==> src/rtl/loctag_phase_seq.sv <==
// loctag_phase_seq: table-driven multi-mode phase sequencer for the tag front end.
// A trig rising edge runs the selected mode's list of timed phases, driving ctrl_1 per phase.
module loctag_phase_seq #(
    parameter int CLK_DIV  = 50,
    parameter int US_W     = 12,
    parameter int N_MODES  = 4,
    parameter int N_PHASES = 4
) (
    input  logic                                        clk,
    input  logic                                        reset,
    input  logic                                        trig,
    input  logic                                        force_fs,
    input  logic [$clog2(N_MODES)-1:0]                  mode,
    input  logic                                        cfg_we,
    input  logic [$clog2(N_MODES)+$clog2(N_PHASES)-1:0] cfg_addr,
    input  logic [US_W+1:0]                             cfg_data,
    output logic                                        ctrl_1,
    output logic                                        busy,
    output logic [$clog2(N_PHASES)-1:0]                 phase_idx,
    output logic                                        done,
    output logic                                        abort,
    output logic                                        led
);
    localparam int MW    = $clog2(N_MODES);
    localparam int PW    = $clog2(N_PHASES);
    localparam int DW    = US_W + 2;
    localparam int DIV_W = $clog2(CLK_DIV + 1);

    typedef enum logic [1:0] {IDLE, RUN, FORCE, DONE} state_t;

    state_t            state_q, state_d;
    logic [DW-1:0]     tbl_q [N_MODES*N_PHASES];
    logic [DW-1:0]     cur_q, cur_d;
    logic [MW-1:0]     mode_q, mode_d;
    logic [PW-1:0]     phase_q, phase_d, phase_nx;
    logic [DIV_W-1:0]  div_cnt_q, div_cnt_d;
    logic [US_W-1:0]   us_cnt_q, us_cnt_d;
    logic              trig_m_q, trig_s_q, trig_sd_q;
    logic              rise, tick, done_d, abort_d;

    assign rise     = trig_s_q & ~trig_sd_q;
    assign tick     = div_cnt_q == DIV_W'(CLK_DIV - 1);
    assign phase_nx = phase_q + PW'(1);

    always_comb begin
        state_d   = state_q;
        cur_d     = cur_q;
        mode_d    = mode_q;
        phase_d   = phase_q;
        div_cnt_d = '0;
        us_cnt_d  = '0;
        done_d    = 1'b0;
        abort_d   = 1'b0;
        if (force_fs) begin
            state_d = FORCE;
        end else begin
            case (state_q)
                IDLE: if (rise && mode != '0) begin
                    state_d = RUN;
                    mode_d  = mode;
                    phase_d = '0;
                    cur_d   = tbl_q[{mode, {PW{1'b0}}}];
                end
                RUN: if (!trig_s_q) begin
                    state_d = IDLE;
                    abort_d = 1'b1;
                end else if (us_cnt_q == cur_q[US_W-1:0]) begin
                    if (cur_q[DW-1] || phase_q == PW'(N_PHASES - 1)) begin
                        state_d = DONE;
                        done_d  = 1'b1;
                    end else begin
                        phase_d = phase_nx;
                        cur_d   = tbl_q[{mode_q, phase_nx}];
                    end
                end else begin
                    // us counter saturates so an over-long phase still ends at all-ones
                    div_cnt_d = tick ? '0 : div_cnt_q + DIV_W'(1);
                    us_cnt_d  = (tick && !(&us_cnt_q)) ? us_cnt_q + US_W'(1) : us_cnt_q;
                end
                DONE:    state_d = trig_s_q ? DONE : IDLE;
                default: state_d = IDLE;
            endcase
        end
    end

    always_ff @(posedge clk) begin
        if (reset) begin
            state_q   <= IDLE;
            cur_q     <= '0;
            mode_q    <= '0;
            phase_q   <= '0;
            div_cnt_q <= '0;
            us_cnt_q  <= '0;
            trig_m_q  <= 1'b0;
            trig_s_q  <= 1'b0;
            trig_sd_q <= 1'b0;
            ctrl_1    <= 1'b0;
            busy      <= 1'b0;
            phase_idx <= '0;
            done      <= 1'b0;
            abort     <= 1'b0;
            led       <= 1'b0;
        end else begin
            state_q   <= state_d;
            cur_q     <= cur_d;
            mode_q    <= mode_d;
            phase_q   <= phase_d;
            div_cnt_q <= div_cnt_d;
            us_cnt_q  <= us_cnt_d;
            trig_m_q  <= trig;
            trig_s_q  <= trig_m_q;
            trig_sd_q <= trig_s_q;
            ctrl_1    <= state_d == RUN ? cur_d[DW-2] : state_d == FORCE;
            busy      <= state_d == RUN;
            phase_idx <= state_d == RUN ? phase_d : '0;
            done      <= done_d;
            abort     <= abort_d;
            led       <= state_d == RUN || state_d == FORCE;
        end
    end

    always_ff @(posedge clk) begin
        if (reset) begin
            for (int i = 0; i < N_MODES*N_PHASES; i++) tbl_q[i] <= '0;
        end else if (cfg_we) begin
            tbl_q[cfg_addr] <= cfg_data;
        end
    end
endmodule

==> config.mk <==
export PLATFORM = sky130hd
export DESIGN_NAME = loctag_phase_seq
export DESIGN_NICKNAME = d
export VERILOG_FILES = /design/src/rtl/loctag_phase_seq.sv
export SDC_FILE = /design/constraint.sdc
export NUM_CORES = 1
export LEC_CHECK = 0
export ABC_AREA = 1
export ABC_CLOCK_PERIOD_IN_PS = 3540
export CAP_MARGIN = 20
export CORE_MARGIN = 4
export CORE_UTILIZATION = 40
export DETAILED_ROUTE_END_ITERATION = 12
export SKIP_LAST_GASP = 1
export SLEW_MARGIN = 10
export SYNTH_ARGS = -nofsm -noshare
export SYNTH_HDL_FRONTEND = slang
export SYNTH_SLANG_ARGS = --single-unit
==> constraint.sdc <==
create_clock -name clk -period 3.54 [get_ports clk]
set_input_delay 1.062 -clock clk [delete_from_list [all_inputs] [get_ports clk]]
set_output_delay 1.062 -clock clk [all_outputs]
set_load 0.05 [all_outputs]
==> flow_summary.ini <==
[grt]
overflow = 0
grt_pass1_wl_um = 57800
grt_pass1_vias = 9874
antenna_found_initial = 0
grt_max_degree = 80
track_usage_pct = 21.0

[placed_design]
place_hpwl_um = 25100
place.gp.congestion = 0.871
portBuffers = 31
place_area_mm2 = 0.0138
placedCellCount = 1810

[floorplanning]
fp.dieW_um = 188
rows = 65
die_h_um = 188
dieArea_mm2 = 0.0352
io_pins = 32
coreArea_mm2 = 0.0317
initial_core_util_pct = 40.7

[worst_setup_path]
path_delay_family = buffers and inverters
critPathCaptureType = output pin
regToRegEndpoint = ctrl_1
start_kind = register
crit_slowest_cell = clkdlybuf4s50_1
path_cells = clkdlybuf4s50_1
cp.buffers_inverters = 1
crit_type = register to output pin
critPathArrivalTime_ns = 1.64
cpPeakStageDelay_ns = 0.80
crit_fanout = 1
rr_worst_depth = 13
critPathLaunch = phase_idx[1]
cp.required_ns = 2.48
cp.depth = 1
crit_path_end = phase_idx[1]
reg2reg_from = phase_q[1]
rrSetupSlack_ns = 0.95

[synthesis]
ys_warn_count = 0
synth-seq-cells = 272
synth_cells = 1409
syn_nets = 1440
synth_seq_area_share_pct = 59.6
syn_avg_cell_area_um2 = 9.15
synth.area.top_cells = edfxtp_1, nor2_1, dfxtp_1
synth_cell_types = 42
synth_top_area_share_pct = 52.2
yosys.area.top_type = edfxtp_1
syn_area_mm2 = 0.0129

[clock_tree]
htreeDepth = 1
cts_tree = yes
clkTransAtPathRegs_ns = 0.06
clkSinkCount = 272
post_cts_buffers = 0
postCtsResizedCells = 0
clock_path_buffers = 3
clkLatencyLatePin_ns = 0.54
hold_buffers = 0
root_buffer = clkbuf_16
cts_buffers = 29

[timing]
final_hold_viol_count = 0
worst_slew_pin_slew_ns = 0.909
finalClockSkew_ns = 0.00804
relSlewSlack_pct = 39.4
setup_violations = 0
setup_tns_ns = 0
rsz0062_at_grt = false
max_clock_freq_mhz = 370
drv_slew = 0
finalCriticalPeriod_ns = 2.70
hold_ws_ns = 0.416
min_period_over_period_pct = 76.3

[final_layout]
final_area_mm2 = 0.0147
layoutNonFillerInstCount = 1862
syn_to_final_growth_pct = 14.0
final_core_utilization_pct = 46.4
drive_gt1_share_pct = 10.0
layout.nets = 1470
n_antenna_cell = 0
nFillCells = 3023

[power_and_ir_drop]
ir_drop_v = 0.000340
p_leak_nw = 5.49
cellPowerDensity_mw_per_mm2 = 484

[run_status]
status = finished, final reports clean

[drt]
via_per_inst = 5.46
drc = 0
vias = 10200
ant_nets = 0
dr.pass1.iters = 5
routedWlPerCell_um = 20.4
drt_iter0_drc = 1038
drt-total-wl_um = 37900

[worst_hold_path]
min_path_type = register to register

[job]
max_cap_viol_count = 0
## how the worst min path moves through the flow
stage | end | slack (ns) | cells after the start | startpoint
after floorplan | trig_s_q | 0.39 | 2 | trig_m_q
after global placement | trig_s_q | 0.40 | 2 | trig_m_q
after detailed placement | trig_s_q | 0.40 | 2 | trig_m_q
after CTS | trig_s_q | 0.42 | 2 | trig_m_q
after global routing | trig_s_q | 0.46 | 2 | trig_m_q
final | trig_s_q | 0.42 | 2 | trig_m_q
## power breakdown
group          total [mW]  switching, mW  leakage (nW)  internal [mW]
Combinational       0.451          0.322          2.52          0.129
Sequential           3.68         0.0663          2.53           3.62
Clock                2.98           1.26         0.441           1.72
## per-layer routing
| metal | global-route usage [%] | wire length, um | up-vias |
|---|---|---|---|
| met5 | 0 | 0 | - |
| met4 | 5.70 | 1050 | 0 |
| met3 | 3.95 | 3590 | 78 |
| met2 | 33.4 | 17500 | 424 |
| met1 | 29.7 | 15800 | 4841 |
| li1 | - | - | 4819 |
## final cells by class
cell class / instances / area, um^2 / area share (%)
sequential: 272 / 7690 / 52.3
timing repair buffer: 95 / 828 / 5.63
clock buffer: 35 / 748 / 5.09
multi-input combinational: 932 / 4350 / 29.6
clock inverter: 17 / 168 / 1.14
inverter: 109 / 417 / 2.83
tap: 402 / 503 / 3.42
## logic make-up after synthesis
logic type / after synthesis / share of synthesized area [%]
flip-flops: 272 / 59.6
AND/OR/NAND/NOR: 596 / 18.6
adder cells (fa/ha/maj): 6 / 0.582
XOR/XNOR: 11 / 0.805
buffers and inverters: 205 / 6.70
AO/OA/AOI/OAI: 319 / 13.7
## cells in the mapped netlist, drive strengths merged
| library cell | count |
|---|---|
| nor3b | 1 |
| o211ai | 9 |
| o221ai | 21 |
| a21oi | 76 |
| nand2 | 182 |
| xnor2 | 5 |
| clkinv | 2 |
| nand3 | 46 |
| nor3 | 8 |
| o21ai | 193 |
| o31ai | 1 |
| inv | 107 |
| nor2 | 354 |
| buf | 38 |
| clkbuf | 58 |
| nand4 | 2 |
| edfxtp | 224 |
| ha | 6 |
| o22ai | 9 |
| dfxtp | 48 |
| a31oi | 9 |
| a22oi | 1 |
| xor2 | 6 |
| nor4 | 3 |
## state kept, by name (all words and copies together), names as in the netlist, 2 cells and up
name / flops
tbl_q: 224
phase_q: 2
cur_q: 14
us_cnt_q: 12
mode_q: 2
div_cnt_q: 6
state_q: 2
phase_idx: 2
## worst min-delay path: cells and delay by family, from the launching register on
| kind | cells | cell delay (ns) |
|---|---|---|
| flops | 1 | 0.30 |
| buf+inv | 1 | 0.04 |
| simple gates | 1 | 0.03 |
## stage by stage
step                      setup WS [ns]  power (mW)
after global placement            0.340        4.19
final                             0.839        7.11
after detailed placement          0.330        4.20
after floorplan                   0.923        3.97
after CTS                         0.813        7.14
after global routing              0.703        7.33
## cells in the final DEF (no fill, tap or decap), drive strengths merged
cell type and instances:
bufinv 3, nor2 354, nand3 46, clkbuf 35, a22oi 1, o31ai 1
edfxtp 224, clkinv 13, xor2 6, buf 64, clkinvlp 3, dfxtp 48
xnor2 5, a31oi 9, o211ai 9, clkdlybuf4s50 31, nor4 3, a21oi 76
o22ai 9, nor3 8, nor3b 1, ha 6, nand4 2, o21ai 193
o221ai 21, inv 107, nand2 182
No activity file was read; power rests on OpenSTA's default activity.
